## src/rtl/universal_shift_reg.sv

```systemverilog
// ---------------------------------------------------------------------------
// universal_shift_reg
//   Universal shift register with parallel load, clear, logical/arithmetic
//   shifts and rotates. Shift/rotate ops repeat cnt times (0 counts as 1),
//   one step per clock. The first step happens on the accepting edge, and the
//   remaining steps run in the STEP state with busy high.
//
// Optional feature macro: USR_PARITY_EN (adds the 'parity' output)
//
// Ports
//   clk     in   rising-edge clock
//   rst_n   in   asynchronous active-low reset
//   en      in   operation request (taken only when idle and mode != hold)
//   mode    in   [2:0] op select: 000 hold, 001 load, 010 shl, 011 shr,
//                100 rol, 101 ror, 110 asr, 111 clear
//   cnt     in   [CNT_W-1:0] repeat count for shift/rotate (0 treated as 1)
//   d       in   [WIDTH-1:0] parallel load data
//   sin_l   in   serial input into the MSB on right shifts
//   sin_r   in   serial input into the LSB on left shifts
//   q       out  [WIDTH-1:0] register contents
//   busy    out  multi-step op in progress
//   done    out  one-cycle completion pulse
//   parity  out  XOR reduction of q (only with USR_PARITY_EN)
// ---------------------------------------------------------------------------
module universal_shift_reg #(
  parameter int WIDTH = 8,
  parameter int CNT_W = 4
) (
  input  logic             clk,
  input  logic             rst_n,
  input  logic             en,
  input  logic [2:0]       mode,
  input  logic [CNT_W-1:0] cnt,
  input  logic [WIDTH-1:0] d,
  input  logic             sin_l,
  input  logic             sin_r,
  output logic [WIDTH-1:0] q,
  output logic             busy,
  output logic             done
`ifdef USR_PARITY_EN
  ,
  output logic             parity
`endif
);

  localparam logic [2:0] MODE_HOLD  = 3'b000;
  localparam logic [2:0] MODE_LOAD  = 3'b001;
  localparam logic [2:0] MODE_SHL   = 3'b010;
  localparam logic [2:0] MODE_SHR   = 3'b011;
  localparam logic [2:0] MODE_ROL   = 3'b100;
  localparam logic [2:0] MODE_ROR   = 3'b101;
  localparam logic [2:0] MODE_ASR   = 3'b110;
  localparam logic [2:0] MODE_CLEAR = 3'b111;

  localparam logic [CNT_W-1:0] ONE = CNT_W'(1);

  typedef enum logic {IDLE, STEP} state_t;

  state_t           state;
  logic [CNT_W-1:0] count;
  logic [2:0]       op_mode;

  // One single-bit step of a shift/rotate mode applied to a value.
  function automatic logic [WIDTH-1:0] step_q(input logic [2:0]       m,
                                              input logic [WIDTH-1:0] v,
                                              input logic             sl,
                                              input logic             sr);
    logic [WIDTH-1:0] r;
    r = v;
    case (m)
      MODE_SHL: r = {v[WIDTH-2:0], sr};
      MODE_SHR: r = {sl, v[WIDTH-1:1]};
      MODE_ROL: r = {v[WIDTH-2:0], v[WIDTH-1]};
      MODE_ROR: r = {v[0], v[WIDTH-1:1]};
      MODE_ASR: r = {v[WIDTH-1], v[WIDTH-1:1]};
      default:  r = v;
    endcase
    return r;
  endfunction

  // Control FSM and datapath. While in STEP the latched op_mode drives the
  // step and new requests are ignored; count holds the steps still to go,
  // so the step taken when count==1 is the last one.
  always_ff @(posedge clk or negedge rst_n) begin
    if (!rst_n) begin
      state   <= IDLE;
      q       <= '0;
      busy    <= 1'b0;
      done    <= 1'b0;
      count   <= '0;
      op_mode <= MODE_HOLD;
    end else begin
      done <= 1'b0;
      case (state)
        IDLE: begin
          if (en && (mode != MODE_HOLD)) begin
            case (mode)
              MODE_LOAD: begin
                q    <= d;
                done <= 1'b1;
              end
              MODE_CLEAR: begin
                q    <= '0;
                done <= 1'b1;
              end
              default: begin
                q       <= step_q(mode, q, sin_l, sin_r);
                op_mode <= mode;
                // cnt of 0 or 1 completes on this edge.
                if (cnt > ONE) begin
                  state <= STEP;
                  busy  <= 1'b1;
                  count <= cnt - ONE;
                end else begin
                  done <= 1'b1;
                end
              end
            endcase
          end
        end
        STEP: begin
          q     <= step_q(op_mode, q, sin_l, sin_r);
          count <= count - ONE;
          if (count == ONE) begin
            state <= IDLE;
            busy  <= 1'b0;
            done  <= 1'b1;
          end
        end
        default: state <= IDLE;
      endcase
    end
  end

`ifdef USR_PARITY_EN
  // Combinational from q, so it is 0 whenever reset clears q.
  assign parity = ^q;
`endif

endmodule

```

## config.mk

```make
export PLATFORM = sky130hd
export DESIGN_NAME = universal_shift_reg
export DESIGN_NICKNAME = d
export VERILOG_FILES = /design/src/rtl/universal_shift_reg.sv
export SDC_FILE = /design/constraint.sdc
export NUM_CORES = 1
export LEC_CHECK = 0
export BUFFER_PORTS_ARGS = -buffer_cell sky130_fd_sc_hd__buf_2
export CORE_UTILIZATION = 49
export DETAILED_ROUTE_END_ITERATION = 10
export PLACE_DENSITY_LB_ADDON = 0.08
export SLEW_MARGIN = 20
export SYNTH_ARGS = -nofsm -noshare
export SYNTH_HDL_FRONTEND = slang
export SYNTH_SLANG_ARGS = --single-unit
```

## constraint.sdc

```tcl
create_clock -name clk -period 1.6 [get_ports clk]
set_input_delay 0.48 -clock clk [delete_from_list [all_inputs] [get_ports clk]]
set_output_delay 0.48 -clock clk [all_outputs]
set_load 0.01 [all_outputs]
```

# After elaboration in Yosys (flattened, before gate mapping)
# Index checks and enable logic that the tools add are counted.
op_classes:
  addsub: 2
  n_mul: 0
  div: 0
  magnitude_cmp: 1
  n_eq_ne: 23
  shifts: 0
  mux: 24
  bitwise: 2
  reduce_logical: 8
ops:
  columns: ["operator", "count"]
  rows:
  - ["8-bit case mux with 5 select lines", 2]
  - ["8-bit case mux with 2 select lines", 2]
  - ["3-bit equality test, second input constant", 7]
  - ["3-bit by 2-bit equality test with 1-bit output, second input constant", 4]
  - ["1-bit 2-to-1 mux", 12]
  - ["4-bit 2-to-1 mux", 3]
  - ["3-bit AND reduction", 3]
  - ["8-bit 2-to-1 mux", 1]
  - ["2-bit != test, second input constant", 4]
  - ["8-bit by 1-bit != test with 1-bit output, second input constant", 1]
  - ["4-bit case mux with 2 select lines", 1]
  - ["4-bit by 1-bit subtractor with 4-bit output, second input constant", 2]
  - ["7-bit by 1-bit != test with 1-bit output, second input constant", 1]
  - ["6-bit by 1-bit != test with 1-bit output, second input constant", 1]
  - ["1-bit case mux with 2 select lines", 3]
  - ["5-bit by 1-bit != test with 1-bit output, second input constant", 1]
  - ["5-bit AND reduction", 1]
  - ["4-bit by 1-bit equality test with 1-bit output, second input constant", 1]
  - ["4-bit by 1-bit greater-than comparator with 1-bit output, second input constant", 1]
  - ["4-bit != test, second input constant", 1]
  - ["4-bit AND reduction", 1]
  - ["3-bit by 1-bit equality test with 1-bit output, second input constant", 1]
  - ["3-bit nonzero test", 1]
  - ["2-bit by 1-bit != test with 1-bit output, second input constant", 1]
  - ["3 further kinds", 4]
totals:
  reg_bits: 18
  latch_bits: 0
  ramBits: 0
  rom_bits: 0
  input_bits: 20
  output_inout_bits: 10
  word_cells: 67
  mem_count: 0

# Longest topological paths before layout
logic_depth:
  depth_word: 5
  ltp_mapped: 7
  depth_no_buf: 7

# Least setup slack after synthesis
# OpenSTA, ideal clock, no wires.
synth_path:
  path_kind: "input to register"
  startpoint: "in cnt[0]"
  endpoint: "reg count[0]"
  setup_ns: 0.140
  arrival_time_ns: 1.696
  t_required_ns: 1.460
  slack_ns: -0.235
  stages: 7
  n_path_buf: 0
  cell_sequence: "inv_1 > ha_1 > or2_1 > a221oi_4 > nor2_1 > a211oi_1 > a21oi_1"
synth_via:
  elab_chain_len: 5
  elab_cells_between_ends: 8
  classes_between: "add/sub (1); order compare (1); eq/ne (1); mux (4); reduce/logical (1)"
synth_rtl:
  columns: ["item", "line", "rtl"]
  rows:
  - ["start: declaration", "33", "input logic [CNT_W-1:0] cnt,"]
  - ["4-bit by 1-bit subtractor with 4-bit output", "113", "count <= cnt - ONE;"]
  - ["4-bit 2-to-1 mux", "110", "if (cnt > ONE) begin"]
  - ["4-bit 2-to-1 mux", "97", "case (mode)"]
  - ["4-bit 2-to-1 mux", "96", "if (en && (mode != MODE_HOLD)) begin"]
  - ["4-bit case mux with 2 select lines", "94", "case (state)"]
  - ["end signal: assignment", "113", null]
  - ["end signal: assignment", "123", "count <= count - ONE;"]
  - ["end: declaration", "60", "logic [CNT_W-1:0] count;"]
# Several ways; a longest one is shown, not always the timed one. The select of a mux whose other input is x is not followed.
# A chain may end at the register's enable or synchronous reset.

# Worst setup path after layout
# Same ends and word-level chain as after synthesis.

==> results.md <==
* Crit path largest cell delay at roughly 380 ps
* Fillcell total at around 220
* Unrepaired setup endpoints after global routing: true
* Synth top area share at about 30%
* Mapped Nets at 208
* Clk sink count at 18
* Inserted Clock Buffers at 3
* Final layout net count at 257
* Later-pin clock latency in the skew report at roughly 300 ps
* Routed wire length at 4020 µm
* Synthesis Warnings at 0
* Die Area at 3260 µm²
* Post-DP HPWL at between 2000 and 3000 µm
* Maximum vdd ir drop at 0.000653 V
* GP Congestion at 0.870
* GRT overflow at 0
* Final period util at 96.9%
* Hold buffers post-CTS at 0
* Total power at 3.25 mW
* Endpoints failing setup at 0
* Relative slew margins at 63.3%
* Startpoint types: input port
* Cell Area, Synth at 1490 µm²
* Leak at 0.906 nW
* Layout area overhead at 32.4%
* Slew @ Worst Pin at 550 ps
* Post-route cell area at around 2000 µm²
* Worst-path clk slew at 100 ps
* N_diodes at 0
* Antenna-violating nets left at 0
* CTS tree: built
* Synth Instances at 184
* Pins Over Slew Limit at 0
* DIE WIDTH at approximately 57 µm
* Root Driver: clkbuf_4
* Most frequent cells in the layout: buf_2 (27), buf_4 (27), nand2_1 (23)
* Register bit total from synthesis at 18
* Main area contributors after synthesis: dfrtp_1 (30%), nand2_1 (5.8%), a21oi_1 (5.7%), a22o_1 (4.7%), mux2i_1 (4.0%)
* Setup slack, reg-to-reg at 80 ps
* Crit path max fanout at 7
* Status: finished, violations left
* Critical path's slowest cell: a221oi_4
* Failing checks: DRC
* Worst path arrival time at 1740 ps
* Initial core utilization at 53.0%
* Fmax at ~640 MHz
* Cell variety after synth at 42
* Row cnt at 19
* Detailed-route via count at 1,580
* Ratio of cells with drive above 1 in the final layout at around 34%
* Worst path required time at between 1500 and 2000 ps
* Syn avg cell area at 8.08 µm²
* Min Tclk post-route at 1550 ps
* Die Height at 57.1 µm
* Number of global-route vias before repair at between 1,000 and 1,500
* Post-synthesis sequential area ratio at 30.3%
* Via density at 6.01
* DRT iter0 DRCs at 57
* Clock Skew at just over 0.8 ps
* DP Worst Slack at -296 ps
* Io pins at 30
* Port Buf Inserts at 29
* Total GRT Usage at 26.2%
* Final TNS setup at 0 ps
* Global-route wire length before repair at 6720 µm
* DRT Pass-1 Iters at 7
* WL per Instance at approximately 15 µm
* Critical path capture point type: flip-flop
* Synth area leader: dfrtp_1
* Residual DRC at 5
* Max-Cap Viols at 0
* DP Area at 1870 µm²
* Clock Path Buffers at 2
* Worst Setup Path Type: input port to flip-flop
* Core box area at 2810 µm²
* Setup ws final at just under 50 ps
* Number of H-tree levels at 1
* PwrDens at 1650 nW/µm²
* Final hold violations at 0
* Antenna violations before repair at 0
* Largest net degree at the start of global routing at 20
* Hold Path Class: input port to asynchronous set/reset pin
* Crit path cell chain: buf_8 -> inv_6 -> ha_4 -> or2_4 -> a221oi_4 -> nor2_1 -> a211oi_1 -> a21oi_1
## routing by layer
| layer | routed length, µm | global-route usage, % |
|---|---|---|
| met4 | 55 | 9.06 |
| met2 | 1920 | 42.9 |
| met3 | 191 | 2.72 |
| met5 | 0 | 0 |
| met1 | 1850 | 36.1 |
## worst paths after layout
path / start / to / cells past startpoint
worst max register to register: op_mode[1] / q[2] / 5
min in group clk: count[0] / count[0] / 1
worst min-delay path: rst_n / q[2] / 1
worst max-delay path: cnt[0] / count[0] / 8
worst min register to register: count[0] / count[0] / 1
max in group asynchronous: rst_n / op_mode[2] / 1
## final cells by class
class	count	area, µm²	area share [%]
Multi-Input combinational cell	144	1000	51.0
Inverter	9	51.3	2.61
Clock buffer	4	36.3	1.84
Tap cell	31	38.8	1.97
Timing Repair Buffer	57	384	19.5
Sequential cell	18	453	23.0
## cells in the mapped netlist, drive strengths merged
library cell and number:
a211oi 2, a21boi 1, a21oi 18, a221oi 7, a22o 8, a22oi 1
a31oi 1, a32oi 2, and3 1, buf 7, clkbuf 6, dfrtp 18
ha 4, inv 9, maj3 1, mux2 2, mux2i 6, nand2 23
nand2b 7, nand3 1, nand3b 1, nor2 11, nor2b 2, nor3 3
nor3b 2, o211a 1, o211ai 1, o21a 1, o21ai 16, o22a 1
o22ai 8, o31ai 2, o32ai 3, or2 1, xnor2 3, xor2 3
## registers in the layout (all words and copies together) (netlist names)
name / cells
count: 4
op_mode: 3
busy: 1
done: 1
state: 1
q: 8
## report_power, final
part / internal, mW / switching, mW / total, mW
registers: 0.673 / 0.331 / 1.00
logic: 0.974 / 0.982 / 1.96
clock network: 0.139 / 0.149 / 0.288
total: 1.79 / 1.46 / 3.25
## critical path: cells and delay by family
family	cells	cell delay (ps)
buffers and inverters	2	120
adder cells (fa/ha/maj)	1	150
AND/OR/NAND/NOR	2	330
AO/OA/AOI/OAI	3	650
## kinds of logic (layout without fill, tap and decap cells)
group	after synthesis	count (layout)	share of synthesized area (%)
buf+inv	22	70	6.31
simple gates	52	52	16.1
fa+ha+maj	5	5	4.12
mux	8	8	5.56
compound gates	73	73	34.1
xor+xnor	6	6	3.54
flops	18	18	30.3
## through the flow
| step | utilization, % | cells | hold WS (ps) |
|---|---|---|---|
| 6_report | 70.2 | 263 | 93.8 |
| 5_1_grt | 70.2 | 263 | 110 |
| 3_5_place_dp | 66.6 | 257 | 434 |
| 4_1_cts | 67.9 | 261 | 105 |
| 2_1_floorplan | - | 184 | 184 |
| 3_3_place_gp | 66.6 | 257 | 432 |
## what timing repair did
action | 4_1_cts | 5_1_grt
setup endpoints to repair | 0 | 11
buffers inserted | 0 | 2
gates resized for setup | 0 | 16
No activity file was read; power rests on OpenSTA's default activity.
